[config.mk]
export PLATFORM = sky130hd
export DESIGN_NAME = control_unit
export DESIGN_NICKNAME = d
export VERILOG_FILES = /design/src/rtl/control_unit_pkg.sv /design/src/rtl/control_unit_microcode_rom.sv /design/src/rtl/control_unit.sv
export SDC_FILE = /design/constraint.sdc
export NUM_CORES = 1
export LEC_CHECK = 0
export BUFFER_PORTS_ARGS = -buffer_cell sky130_fd_sc_hd__buf_2
export CAP_MARGIN = 20
export CORE_UTILIZATION = 45
export DETAILED_ROUTE_END_ITERATION = 16
export GPL_TIMING_DRIVEN = 0
export PLACE_DENSITY = 0.78
export SLEW_MARGIN = 20
export SYNTH_ARGS = -nofsm -noshare
export SYNTH_HDL_FRONTEND = slang
export SYNTH_SLANG_ARGS = --single-unit
[constraint.sdc]
create_clock -name clk -period 2.95 [get_ports clk]
set_input_delay 0.4425 -clock clk [delete_from_list [all_inputs] [get_ports clk]]
set_output_delay 0.4425 -clock clk [all_outputs]
set_load 0.01 [all_outputs]
[src/rtl/control_unit_pkg.sv]
// Shared types for the microcoded CPU sequencer: opcodes, T-states and the microword layout.
package control_unit_pkg;

    localparam int OPCODE_W = 4;
    localparam int STEP_W   = 3;

    typedef enum logic [OPCODE_W-1:0] {
        OP_NOP = 4'h0,
        OP_LDA = 4'h1,
        OP_ADD = 4'h2,
        OP_SUB = 4'h3,
        OP_STA = 4'h4,
        OP_LDI = 4'h5,
        OP_JMP = 4'h6,
        OP_JC  = 4'h7,
        OP_JZ  = 4'h8,
        OP_OUT = 4'hE,
        OP_HLT = 4'hF
    } opcode_e;

    typedef enum logic [STEP_W-1:0] {
        T0 = 3'd0,
        T1 = 3'd1,
        T2 = 3'd2,
        T3 = 3'd3,
        T4 = 3'd4
    } step_e;

    typedef struct packed {
        logic load_a;
        logic load_b;
        logic write_a;
        logic write_b;
        logic write_alu;
        logic subtract;
        logic pc_inc;
        logic pc_write;
        logic jump;
        logic mar_load;
        logic ram_read;
        logic ram_write;
        logic ir_load;
        logic ir_write;
        logic out_load;
        logic load_flags;
        logic halt;
        logic end_step;
    } microword_t;

endpackage

[src/rtl/control_unit_microcode_rom.sv]
// Combinational microcode: (opcode, T-state, flags) -> microword including the END marker.
module microcode_rom
    import control_unit_pkg::*;
(
    input  logic [OPCODE_W-1:0] opcode,
    input  step_e               step,
    input  logic                flag_c,
    input  logic                flag_z,
    output microword_t          uword
);

    // NOTE: every field gets a default first so no path through the case infers a latch.
    always_comb begin
        uword = '0;
        case (step)
            T0: begin
                uword.pc_write = 1'b1;
                uword.mar_load = 1'b1;
            end
            T1: begin
                uword.ram_read = 1'b1;
                uword.ir_load  = 1'b1;
                uword.pc_inc   = 1'b1;
            end
            T2: begin
                case (opcode_e'(opcode))
                    OP_LDA, OP_ADD, OP_SUB, OP_STA: begin
                        uword.ir_write = 1'b1;
                        uword.mar_load = 1'b1;
                    end
                    OP_LDI: begin
                        uword.ir_write = 1'b1;
                        uword.load_a   = 1'b1;
                        uword.end_step = 1'b1;
                    end
                    OP_JMP: begin
                        uword.ir_write = 1'b1;
                        uword.jump     = 1'b1;
                        uword.end_step = 1'b1;
                    end
                    // Conditional jumps always finish here; the branch only decides the strobes.
                    OP_JC: begin
                        uword.ir_write = flag_c;
                        uword.jump     = flag_c;
                        uword.end_step = 1'b1;
                    end
                    OP_JZ: begin
                        uword.ir_write = flag_z;
                        uword.jump     = flag_z;
                        uword.end_step = 1'b1;
                    end
                    OP_OUT: begin
                        uword.write_a  = 1'b1;
                        uword.out_load = 1'b1;
                        uword.end_step = 1'b1;
                    end
                    OP_HLT: begin
                        uword.halt     = 1'b1;
                        uword.end_step = 1'b1;
                    end
                    default: uword.end_step = 1'b1;
                endcase
            end
            T3: begin
                case (opcode_e'(opcode))
                    OP_LDA: begin
                        uword.ram_read = 1'b1;
                        uword.load_a   = 1'b1;
                        uword.end_step = 1'b1;
                    end
                    OP_ADD, OP_SUB: begin
                        uword.ram_read = 1'b1;
                        uword.load_b   = 1'b1;
                    end
                    OP_STA: begin
                        uword.write_a   = 1'b1;
                        uword.ram_write = 1'b1;
                        uword.end_step  = 1'b1;
                    end
                    default: uword.end_step = 1'b1;
                endcase
            end
            T4: begin
                if (opcode_e'(opcode) == OP_ADD || opcode_e'(opcode) == OP_SUB) begin
                    uword.write_alu  = 1'b1;
                    uword.load_a     = 1'b1;
                    uword.load_flags = 1'b1;
                    uword.subtract   = (opcode_e'(opcode) == OP_SUB);
                end
                uword.end_step = 1'b1;
            end
            default: uword.end_step = 1'b1;
        endcase
    end

endmodule

[src/rtl/control_unit.sv]
// Sequencer top: T-state counter, flag register, halt bit and strobe gating around the microcode ROM.
// Optional CTRL_SINGLE_STEP_EN adds step_mode/step_btn for push-button single stepping.
module control_unit
    import control_unit_pkg::*;
(
    input  logic                clk,
    input  logic                clr,
    input  logic [OPCODE_W-1:0] opcode,
    input  logic                carry_in,
    input  logic                zero_in,
`ifdef CTRL_SINGLE_STEP_EN
    input  logic                step_mode,
    input  logic                step_btn,
`endif
    output logic                load_A,
    output logic                load_B,
    output logic                write_A,
    output logic                write_B,
    output logic                write_ALU,
    output logic                subtract,
    output logic                pc_inc,
    output logic                pc_write,
    output logic                jump,
    output logic                mar_load,
    output logic                ram_read,
    output logic                ram_write,
    output logic                ir_load,
    output logic                ir_write,
    output logic                out_load,
    output logic                flag_c,
    output logic                flag_z,
    output logic [STEP_W-1:0]   step,
    output logic                halted
);

    step_e      step_q, step_d;
    logic       halted_d, flag_c_d, flag_z_d;
    logic       advance, active;
    microword_t uword;

`ifdef CTRL_SINGLE_STEP_EN
    logic btn_prev;

    always_ff @(posedge clk) begin
        if (!clr) btn_prev <= 1'b0;
        else      btn_prev <= step_btn;
    end

    assign advance = !step_mode || (step_btn && !btn_prev);
`else
    assign advance = 1'b1;
`endif

    microcode_rom u_rom (
        .opcode (opcode),
        .step   (step_q),
        .flag_c (flag_c),
        .flag_z (flag_z),
        .uword  (uword)
    );

    // Strobes are live only out of reset, out of HALT and on cycles that actually advance.
    assign active = clr && !halted && advance;

    always_comb begin
        step_d   = step_q;
        halted_d = halted;
        flag_c_d = flag_c;
        flag_z_d = flag_z;
        if (active) begin
            if (uword.halt || uword.end_step) begin
                step_d = T0;
            end else begin
                case (step_q)
                    T0:      step_d = T1;
                    T1:      step_d = T2;
                    T2:      step_d = T3;
                    T3:      step_d = T4;
                    default: step_d = T0;
                endcase
            end
            halted_d = uword.halt;
            if (uword.load_flags) begin
                flag_c_d = carry_in;
                flag_z_d = zero_in;
            end
        end
    end

    // NOTE: sequential state uses non-blocking assignments so every register samples pre-edge values.
    always_ff @(posedge clk) begin
        if (!clr) begin
            step_q <= T0;
            halted <= 1'b0;
            flag_c <= 1'b0;
            flag_z <= 1'b0;
        end else begin
            step_q <= step_d;
            halted <= halted_d;
            flag_c <= flag_c_d;
            flag_z <= flag_z_d;
        end
    end

    assign step      = step_q;
    assign load_A    = active & uword.load_a;
    assign load_B    = active & uword.load_b;
    assign write_A   = active & uword.write_a;
    assign write_B   = active & uword.write_b;
    assign write_ALU = active & uword.write_alu;
    assign subtract  = active & uword.subtract;
    assign pc_inc    = active & uword.pc_inc;
    assign pc_write  = active & uword.pc_write;
    assign jump      = active & uword.jump;
    assign mar_load  = active & uword.mar_load;
    assign ram_read  = active & uword.ram_read;
    assign ram_write = active & uword.ram_write;
    assign ir_load   = active & uword.ir_load;
    assign ir_write  = active & uword.ir_write;
    assign out_load  = active & uword.out_load;

endmodule

# Word-level counts from Yosys, hierarchy flattened

Index checks and enable logic that the tools add are counted.

Register bits after elaboration: 6
Output and inout bits: 21
Word-level logic and storage cells: 72

Eq/ne operators: 14
Mux-type cells: 30
Bitwise logic cells: 13
Reductions and logical operators: 11

Operator list:

| cell                                          | number |
|---|---|
| two-way mux 1 bit                             | 18 |
| == test 4 x 3 -> 1 bit, second input constant | 4 |
| bitwise AND 1 bit                             | 13 |
| == test 4 bit, second input constant          | 3 |
| case mux 1 bit (3 select lines)               | 4 |
| case mux 3 bit (4 select lines)               | 1 |
| == test 4 x 2 -> 1 bit, second input constant | 2 |
| == test 3 x 2 -> 1 bit, second input constant | 2 |
| two-way mux 2 bit                             | 3 |
| case mux 1 bit (2 select lines)               | 3 |
| OR reduction 6 bit                            | 1 |
| == test 4 x 1 -> 1 bit, second input constant | 1 |
| OR reduction 2 bit                            | 2 |
| OR reduction 4 bit                            | 1 |
| == test 3 x 1 -> 1 bit, second input constant | 1 |
| == test 3 bit, second input constant          | 1 |
| logical NOT 3 bit                             | 1 |
| two-way mux 3 bit                             | 1 |
| OR reduction 3 bit                            | 1 |
| logical OR 1 bit                              | 2 |
| AND reduction 2 bit                           | 1 |
| logical AND 1 bit                             | 1 |
| logical NOT 1 bit                             | 1 |

# Longest topological paths before layout

Gate-level depths: netlist of run 1.

Word-level depth: 6
Gate-level depth with buffers: 6

# Hierarchy

A second synthesis of run 1 with hierarchy kept.

Cell total of the unflattened synthesis: 97
Area, all modules: 678.2 um2

Modules (own cells, without submodules):

| module        | times used | cells an instance | area each (um2) | sequential area each (um2) |
|---|---|---|---|---|
| control_unit  | 1          | 42                | 350.3           | 120.1 |
| microcode_rom | 1          | 55                | 327.8           | 0.0 |

# Least setup slack after synthesis of run 1

No wires, ideal clock.

Path kind: input to output
Start: input clr
End: output ir_write
Data arrival time: 1.351 ns
Data required time: 2.508 ns
Path slack: 1.156 ns
Stages: 5
Buffers on the path: 2
Cells stage by stage: buf_4 -> nor2b_4 -> buf_6 -> nand3_2 -> nor4bb_1

Longest elaborated chain between the ends: 2

Ends and longest elaborated chain:

| what              | RTL line            | text |
|---|---|---|
| from (decl)       | control_unit.sv:7   | `input logic clr,` |
| logical AND 1 bit | control_unit.sv:63  | `assign active = clr && !halted && advance;` |
| bitwise AND 1 bit | control_unit.sv:119 | `assign ir_write = active & uword.ir_write;` |
| to (decl)         | control_unit.sv:28  | `output logic ir_write,` |

Every way passes these cells.

# Final worst setup path of run 1

Start: register step_q[0], in the netlist step[0]
End: output ir_write

Longest elaborated chain between the ends: 3

Ends and longest elaborated chain:

| what                   | RTL line                         | text |
|---|---|---|
| from (decl)            | control_unit.sv:36               | `step_e step_q, step_d;` |
| from (signal assigned) | control_unit.sv:98               | `step_q <= step_d;` |
| == test 3 x 2 -> 1 bit | control_unit_microcode_rom.sv:15 | `case (step)` |
| two-way mux 2 bit      | control_unit_microcode_rom.sv:15 |  |
| bitwise AND 1 bit      | control_unit.sv:119              |  |

Every way passes these cells.

==> results of run 1 <==
layout make-up:
| cell class | instances | area (um^2) | area share, % |
|---|---|---|---|
| Clock buffer | 3 | 22.5 | 2.95 |
| Buffer | 9 | 73.8 | 9.66 |
| Inverter | 2 | 7.51 | 0.982 |
| Timing Repair Buffer | 24 | 120 | 15.7 |
| Sequential cell | 6 | 120 | 15.7 |
| Tap cell | 14 | 17.5 | 2.29 |
| Multi-Input combinational cell | 61 | 403 | 52.7 |
cell usage in the layout, fill, tap and decap left out, types with 2 or more instances in the layout:
cell,instances
a21boi_0,2
a21oi_1,5
and3_1,2
and3b_1,2
buf_2,26
buf_4,4
buf_6,3
clkbuf_4,3
dfxtp_1,6
inv_1,2
mux2i_1,2
nand2_1,9
nand3_1,4
nand3b_1,3
nand4b_1,3
nor2_1,4
nor2b_1,3
nor3b_1,2
o211ai_2,2
o21ai_0,4
sequential cells by signal (all words and copies together) (netlist names):
name,cells
step,3
flag_c,1
flag_z,1
halted,1
worst max-delay path, stage by stage, from the launching register on:
cell	delay [ns]
dfxtp_1	0.38
nor2_1	0.34
nand3_2	0.14
nor4bb_1	0.27
buf_2	0.18
report_power, final:
group | internal, W | leakage, nW | total [W] | switching (W)
Sequential | 0.0000859 | 0.0489 | 0.0000929 | 0.00000706
Clock | 0.0000461 | 0.0138 | 0.0000774 | 0.0000313
Combinational | 0.0000411 | 0.317 | 0.0000915 | 0.0000504
Total | 0.000173 | 0.380 | 0.000262 | 0.0000887
worst paths after layout:
check / cells after the start / from / endpoint
worst max-delay path: 4 / step[0] / ir_write
worst max register to register: 3 / step[2] / flag_z
worst min-delay path: 3 / carry_in / flag_c
worst min register to register: 2 / flag_c / flag_c
cells by family (layout without fill, tap and decap cells):
| logic type | count (synthesis) | in the layout | share of synthesized area, % |
|---|---|---|---|
| other | 1 | 1 | 0.621 |
| DFF | 6 | 6 | 19.9 |
| AOI/OAI and AO/OA | 15 | 15 | 16.4 |
| and+or+nand+nor | 42 | 42 | 44.9 |
| muxes | 2 | 2 | 3.31 |
| xor gates and xnor gates | 1 | 1 | 1.45 |
| buffers and inverters | 11 | 38 | 13.5 |
metal layers:
layer / routed length (um) / track usage [%] / up-vias
met5: 0 / 0 / -
met4: 33 / 12.9 / 0
met3: 81 / 3.47 / 5
met2: 684 / 38.8 / 24
met1: 623 / 23.1 / 290
li1: - / - / 325
through the flow:
stage | hold slack, ns | utilization, % | power, W
after floorplan | 0.494 | - | 0.000159
after global placement | 0.460 | 63.4 | 0.000183
after detailed placement | 0.475 | 63.4 | 0.000185
after CTS | 0.441 | 65.3 | 0.000261
after global routing | 0.445 | 65.3 | 0.000277
final | 0.438 | 65.3 | 0.000262
==> flow_metrics.env, run 1 <==
export IMPL_htree_levels=1
export IMPL_crit_fanout=8
export IMPL_yosys_register_bits=6
export IMPL_fin_cells=119
export IMPL_asyncSetResetFlopFracSynth_pct=0
export IMPL_vias=644
export IMPL_routed_wl_um=1420
export IMPL_overflow=0
export IMPL_final_cell_area_um2=764
export IMPL_hpwl_um=1060
export IMPL_maxClockFrequency_mhz=499
export IMPL_antennaDiodeCount=0
export IMPL_final_min_clock_period_ns=2.00
export IMPL_netlist_top_cells_count="9 x nand2_1, 6 x dfxtp_1, 5 x a21oi_1"
export IMPL_placed_area_um2=742
export IMPL_clock_sinks=6
export IMPL_critPathCaptureType="primary output"
export IMPL_r2r_setup_slack_ns=1.63
export IMPL_critPathLaunchType="flip-flop"
export IMPL_cts_clk_slew_worst_paths_ns=0.05
export IMPL_viasPerCell=5.41
export IMPL_slew_viol_final=0
export IMPL_status="complete, no violations"
export IMPL_core_area_um2=1170
export IMPL_grt_pass1_wl_um=2190
export IMPL_setup_tns_final_ns=0
export IMPL_die_w_um=38.6
export IMPL_cts_buffer_depth=2
export IMPL_antenna_left=0
export IMPL_cts_hold_buffers_added=0
export IMPL_start_util_pct=51.6
export IMPL_irDropWorstVdd_uv=269
export IMPL_synthCells=78
export IMPL_grt_use_total_pct=21.6
export IMPL_drive_gt1_share_pct=40.0
export IMPL_yosysMostFrequentCell="nand2_1"
export IMPL_yosys_area_top_type="dfxtp_1"
export IMPL_synth_cell_types=33
export IMPL_die_h_um=38.6
export IMPL_cts_resized=0
export IMPL_synth_edf_count=0
export IMPL_path_class="reg -> out"
export IMPL_worst_endpoint_required_ns=2.51
export IMPL_portBuffers=24
export IMPL_fillers=113
export IMPL_cts_made_buffers=3
export IMPL_powerDensity_nw_per_um2=342
export IMPL_synth_fp_nets=86
export IMPL_area_growth_pct=26.5
export IMPL_critPathArrivalTime_ns=1.56
export IMPL_clock_latency_ns=0.25
export IMPL_yosysSeqAreaShare_pct=19.9
export IMPL_rsz0062_at_grt="false"
export IMPL_hold_viol=0
export IMPL_post_cts_buffers=0
export IMPL_antenna_found_initial=0
export IMPL_routabilityCongestion=0.699
export IMPL_setup_violations=0
export IMPL_synth_top_cell_area_share_pct=19.9
export IMPL_ys_warn_count=0
export IMPL_skew_ns=0.00160
export IMPL_synth_area_um2=604
export IMPL_drtIter0Drc=10
export IMPL_cap_violations=0
export IMPL_drc=0
export IMPL_rows=12
export IMPL_nets=115
export IMPL_fin_crit_sh_pct=67.9
export IMPL_grt_max_degree=11
export IMPL_grt_pass1_vias=523
export IMPL_firstDrtPassIters=4
export IMPL_cts_root_buf="clkbuf_4"
export IMPL_p_leak_nw=0.380
export IMPL_cts_tree="done"
export IMPL_place_inst=116
export IMPL_syn_area_per_cell_um2=7.75
export IMPL_routedWlPerCell_um=12.0
export IMPL_synthTopCellsByArea="dfxtp_1 20%, nand2_1 5.6%, buf_6 5.6%"
export IMPL_synth_ff_type="dfxtp_1"
export IMPL_fin_ws_ns=0.946
export IMPL_min_delay_path_class="in -> reg"
export IMPL_pin_count=29
export IMPL_die_area_um2=1490
export IMPL_post_place_ws_ns=0.990
(Power assumes the default switching activity.)
==> run 2, diff against run 1 <==
--- a/config.mk
+++ b/config.mk
@@ -7,10 +7,10 @@
 export LEC_CHECK = 0
 export BUFFER_PORTS_ARGS = -buffer_cell sky130_fd_sc_hd__buf_2
 export CAP_MARGIN = 20
-export CORE_UTILIZATION = 45
+export CORE_UTILIZATION = 40
 export DETAILED_ROUTE_END_ITERATION = 16
 export GPL_TIMING_DRIVEN = 0
-export PLACE_DENSITY = 0.78
+export PLACE_DENSITY = 0.73
 export SLEW_MARGIN = 20
 export SYNTH_ARGS = -nofsm -noshare
 export SYNTH_HDL_FRONTEND = slang
==> constraint.sdc (replaced) <==
create_clock -name clk -period 1.65 [get_ports clk]
set_input_delay 0.2475 -clock clk [delete_from_list [all_inputs] [get_ports clk]]
set_output_delay 0.2475 -clock clk [all_outputs]
set_load 0.01 [all_outputs]
==> run 2 against run 1 <==
Final cell count grew 3.4%; via count grew 0.47%; largest power group is now combinational cells; count of clock-buffer cells in the layout is the same; highest routed layer unchanged; critical path type unchanged.
==> flow_metrics.env, run 2 (same netlist as run 1, synthesis figures left out) <==
export IMPL_setup_violations=0
export IMPL_clock_latency_ns=0.24
export IMPL_routed_wl_um=1360
export IMPL_antenna_found_initial=0
export IMPL_routabilityCongestion=0.761
export IMPL_drive_gt1_share_pct=48.1
export IMPL_cap_violations=0
export IMPL_grt_pass1_vias=461
export IMPL_cts_buffer_depth=2
export IMPL_firstDrtPassIters=4
export IMPL_rows=13
export IMPL_viasPerCell=5.26
export IMPL_final_cell_area_um2=835
export IMPL_cts_tree="done"
export IMPL_nets=118
export IMPL_drtIter0Drc=5
export IMPL_cts_made_buffers=3
export IMPL_mostFrequentLayoutCell="buf_2"
export IMPL_seqPwrFrac_pct=35.7
export IMPL_timing_hold_ws_ns=0.258
export IMPL_rr_worst_depth=3
export IMPL_clock_sinks=6
export IMPL_crit_fanout=7
export IMPL_cts_clk_slew_worst_paths_ns=0.04
export IMPL_vias=647
export IMPL_hold_viol=0
export IMPL_swShare_pct=33.3
export IMPL_area_growth_pct=38.1
export IMPL_crit_family="buffers and inverters"
export IMPL_routedWlPerCell_um=11.0
export IMPL_die_h_um=40.9
export IMPL_status="complete, no violations"
export IMPL_skew_ns=0.00222
export IMPL_p_leak_nw=0.407
export IMPL_grt_pass1_wl_um=1830
export IMPL_fillers=131
export IMPL_die_area_um2=1670
export IMPL_die_w_um=40.9
export IMPL_cts_root_buf="clkbuf_4"
export IMPL_hpwl_um=987
export IMPL_p_int_w=0.000320
export IMPL_grt_max_degree=11
export IMPL_fin_cells=123
export IMPL_crit_start="halted"
export IMPL_worst_endpoint_required_ns=1.40
export IMPL_cts_hold_buffers_added=0
export IMPL_overflow=0
export IMPL_final_min_clock_period_ns=1.59
export IMPL_cp_cell_sequence="nor2b_4 > buf_6 > buf_4 > and3_1 > and2_1 > buf_2"
export IMPL_powerDensity_nw_per_um2=575
export IMPL_htree_levels=1
export IMPL_antenna_left=0
export IMPL_cp_num_buf_inv=3
export IMPL_fin_ws_ns=0.0633
export IMPL_place_inst=117
export IMPL_critPathMaxStageDelay_ns=0.37
export IMPL_r2r_setup_slack_ns=0.52
export IMPL_rsz0062_at_grt="true"
export IMPL_crit_path_top_delay_cell="dfxtp_4"
export IMPL_critPathArrivalTime_ns=1.34
export IMPL_placed_area_um2=743
export IMPL_whs_endpoint="flag_z"
export IMPL_largest_register_ffs=3
export IMPL_core_area_um2=1350
export IMPL_p_comb_share_pct=37.0
export IMPL_p_switching_w=0.000160
export IMPL_antennaDiodeCount=0
export IMPL_grt_use_total_pct=16.6
export IMPL_slew_viol_final=0
export IMPL_irDropWorstVdd_uv=451
export IMPL_rr_startpoint="step[2]"
export IMPL_worstHoldPathCells=3
export IMPL_hp_start="zero_in"
export IMPL_path_class="reg -> out"
export IMPL_p_clk_share_pct=27.3
export IMPL_min_delay_path_class="in -> reg"
export IMPL_r2r_end="flag_z"
export IMPL_start_util_pct=44.8
export IMPL_maxClockFrequency_mhz=630
export IMPL_post_place_ws_ns=0.0905
export IMPL_critPathLaunchType="flip-flop"
export IMPL_drc=0
export IMPL_critPathCaptureType="primary output"
export IMPL_pin_count=29
export IMPL_fin_crit_sh_pct=96.2
export IMPL_layout_common_cells="25 x buf_2, 9 x nand2_1, 8 x buf_4"
export IMPL_portBuffers=24
[run 2: cell types whose count changed in the layout (fill, tap and decap cells not counted), moves of 2 or more]
cell,delta
dfxtp_4,+2
dfxtp_2,+2
dfxtp_1,-4
buf_4,+4
[run 2: worst min-delay path: cells and delay by family]
family / cells / cell delay [ns]
AND/OR/NAND/NOR: 1 / 0.04
multiplexers: 1 / 0.06
buffers and inverters: 1 / 0.09
[run 2: power groups by stage]
stage	clock [W]	sequential, W	combinational [W]
floorplan	0	0.000170	0.000114
global placement	0	0.000168	0.000159
detailed placement	0	0.000168	0.000161
CTS	0.000138	0.000169	0.000164
global route	0.000143	0.000172	0.000196
finish	0.000131	0.000171	0.000177
[run 2: worst max-delay path by stage]
stage | slack, ns | cells past startpoint | endpoint
finish | 0.06 | 6 | subtract
global route | -0.01 | 5 | ir_write
CTS | 0.01 | 4 | subtract
detailed placement | 0.09 | 6 | mar_load
global placement | 0.11 | 6 | mar_load
floorplan | 0.20 | 3 | ir_write
[run 2: stage by stage]
stage / TNS, ns / power (W) / utilization (%)
floorplan: 0 / 0.000284 / -
global placement: 0 / 0.000327 / 55.1
detailed placement: 0 / 0.000329 / 55.1
CTS: 0 / 0.000471 / 57.6
global route: -0.00995 / 0.000511 / 61.8
finish: 0 / 0.000480 / 61.8
[run 2: routing by layer]
metal	vias to the layer above	share of wire, %	global-route usage, %	wire length, um
met3	4	5.5	1.63	75
met2	23	43	28.1	583
met4	0	2.4	10.0	32
met1	281	49	19.7	666
met5	-	0	0	0
li1	339	-	-	-
[run 2: area by class of cell]
type | instances | area, um^2 | area share (%)
Buffer | 9 | 76.3 | 9.15
Clock buffer | 3 | 22.5 | 2.70
Inverter | 2 | 7.51 | 0.900
Multi-Input combinational cell | 61 | 437 | 52.3
Sequential cell | 6 | 130 | 15.6
Tap cell | 15 | 18.8 | 2.25
Timing Repair Buffer | 27 | 143 | 17.1
[run 2: repair_timing]
action	CTS	global route
pin swaps	0	3
resized for setup	5	10
setup buffers	0	3
setup endpoints to repair	5	4
endpoints found under the hold margin	0	0
==> run 3, diff against run 2 <==
--- a/config.mk
+++ b/config.mk
@@ -7,10 +7,10 @@
 export LEC_CHECK = 0
 export BUFFER_PORTS_ARGS = -buffer_cell sky130_fd_sc_hd__buf_2
 export CAP_MARGIN = 20
-export CORE_UTILIZATION = 40
+export CORE_UTILIZATION = 44
 export DETAILED_ROUTE_END_ITERATION = 16
 export GPL_TIMING_DRIVEN = 0
-export PLACE_DENSITY = 0.73
+export PLACE_DENSITY = 0.77
 export SLEW_MARGIN = 20
 export SYNTH_ARGS = -nofsm -noshare
 export SYNTH_HDL_FRONTEND = slang
==> constraint.sdc (replaced) <==
create_clock -name clk -period 1.6 [get_ports clk]
set_input_delay 0.24 -clock clk [delete_from_list [all_inputs] [get_ports clk]]
set_output_delay 0.24 -clock clk [all_outputs]
set_load 0.01 [all_outputs]
==> run 3 against run 2 <==
The run now ends with setup timing left; die area is 8.7% lower; worst setup slack worse by 0.081 ns; clock power is 8% higher; largest cell class unchanged.
==> flow_metrics.env, run 3 (same netlist as run 1, synthesis figures left out) <==
export IMPL_wl_met1_um=674
export IMPL_hp_start="zero_in"
export IMPL_vias=651
export IMPL_fillers=95
export IMPL_p_clk_share_pct=27.8
export IMPL_min_delay_path_class="in -> reg"
export IMPL_rows=12
export IMPL_htree_levels=1
export IMPL_maxClockFrequency_mhz=618
export IMPL_cts_clk_slew_worst_paths_ns=0.04
export IMPL_dr_wl_met3_um=82
export IMPL_die_w_um=39.1
export IMPL_layout_common_cells="25 x buf_2, 9 x nand2_1, 8 x buf_4"
export IMPL_cts_made_buffers=3
export IMPL_critPathCaptureType="primary output"
export IMPL_clock_latency_ns=0.25
export IMPL_antenna_found_initial=0
export IMPL_seqPwrFrac_pct=35.3
export IMPL_irDropWorstVdd_uv=493
export IMPL_fin_ws_ns=-0.0176
export IMPL_fin_crit_sh_pct=101
export IMPL_grt_pass1_wl_um=2100
export IMPL_pin_count=29
export IMPL_area_growth_pct=39.8
export IMPL_viasPerCell=5.34
export IMPL_p_switching_w=0.000173
export IMPL_critPathArrivalTime_ns=1.38
export IMPL_highest_layer="met4"
export IMPL_place_inst=116
export IMPL_firstDrtPassIters=4
export IMPL_final_min_clock_period_ns=1.62
export IMPL_critPathLaunchType="flip-flop"
export IMPL_violations="setup timing"
export IMPL_grt_max_degree=11
export IMPL_r2r_end="flag_c"
export IMPL_timing_hold_ws_ns=0.242
export IMPL_grt_pass1_vias=499
export IMPL_powerDensity_nw_per_um2=599
export IMPL_crit_end="ir_write"
export IMPL_routedWlPerCell_um=12.1
export IMPL_final_cell_area_um2=845
export IMPL_skew_ns=0.00319
export IMPL_p_comb_share_pct=36.9
export IMPL_status="complete, but fails checks"
export IMPL_swShare_pct=34.2
export IMPL_crit_fanout=6
export IMPL_overflow=0
export IMPL_slew_viol_final=0
export IMPL_hold_viol=0
export IMPL_drive_gt1_share_pct=50.0
export IMPL_antennaDiodeCount=0
export IMPL_grt_use_total_pct=20.0
export IMPL_mostFrequentLayoutCell="buf_2"
export IMPL_rsz0062_at_grt="true"
export IMPL_die_h_um=39.1
export IMPL_cts_tree="done"
export IMPL_fin_cells=122
export IMPL_worst_endpoint_required_ns=1.36
export IMPL_r2r_setup_slack_ns=0.45
export IMPL_antenna_left=0
export IMPL_nets=118
export IMPL_die_area_um2=1530
export IMPL_rr_worst_depth=3
export IMPL_wl_met2_um=690
export IMPL_p_int_w=0.000333
export IMPL_cap_violations=0
export IMPL_portBuffers=24
export IMPL_setup_violations=2
export IMPL_placed_area_um2=742
export IMPL_cts_root_buf="clkbuf_4"
export IMPL_path_class="reg -> out"
export IMPL_p_leak_nw=0.408
export IMPL_routed_wl_um=1470
export IMPL_crit_start="halted"
export IMPL_largest_register_ffs=3
export IMPL_cts_buffer_depth=2
export IMPL_start_util_pct=50.9
export IMPL_drc=0
export IMPL_hpwl_um=995
export IMPL_routabilityCongestion=0.734
export IMPL_drtIter0Drc=11
export IMPL_clock_sinks=6
export IMPL_rr_startpoint="step[2]"
export IMPL_core_area_um2=1190
export IMPL_post_place_ws_ns=0.0738
run 3: cell counts in the layout (fill, tap and decap cells not counted):
No cell type changed its count.
run 3: what timing repair did:
action                     4_1_cts  5_1_grt
pin swaps                        1        2
setup buffers                    0        3
gates resized for setup          8       10
hold buffers                     0        0
setup endpoints to repair        7        8
run 3: metrics by stage:
stage	utilization, %	total power (W)	TNS [ns]
detailed placement	62.6	0.000339	0
CTS	66.8	0.000495	-0.190
global route	71.2	0.000536	-0.189
floorplan	-	0.000292	0
global placement	62.6	0.000338	0
finish	71.2	0.000506	-0.0216
run 3: routing by layer:
metal | global-route usage [%] | vias to the layer above
li1 | - | 337
met1 | 24.1 | 284
met2 | 34.6 | 25
met3 | 1.73 | 5
met4 | 10.3 | 0
met5 | 0 | -
run 3: layout make-up:
type	instances	area [um^2]	share of cell area [%]
tap	14	17.5	2.07
sequential	6	133	15.7
multi-input combinational	61	445	52.7
inverter	2	7.51	0.889
buffer	9	76.3	9.04
clock buffer	3	22.5	2.67
timing repair buffer	27	143	16.9
run 3: power groups by stage:
stage / clock, W / combinational, W / sequential, W
floorplan: 0 / 0.000117 / 0.000175
global placement: 0 / 0.000165 / 0.000173
detailed placement: 0 / 0.000165 / 0.000174
CTS: 0.000145 / 0.000175 / 0.000174
global route: 0.000152 / 0.000203 / 0.000181
finish: 0.000141 / 0.000187 / 0.000179
run 3: worst max-delay path, stage by stage, from the launching register on:
cell and delay [ns]:
dfxtp_4 0.36, nor2b_4 0.10, buf_6 0.13, nand3_4 0.09
nor4bb_2 0.27, buf_2 0.18
run 3: worst min path at each step:
stage / depth (start not counted) / slack, ns / endpoint
2_1_floorplan: 2 / 0.38 / flag_c
3_3_place_gp: 2 / 0.46 / flag_c
3_5_place_dp: 2 / 0.49 / flag_c
4_1_cts: 3 / 0.24 / flag_z
5_1_grt: 3 / 0.27 / flag_z
6_report: 3 / 0.24 / flag_z
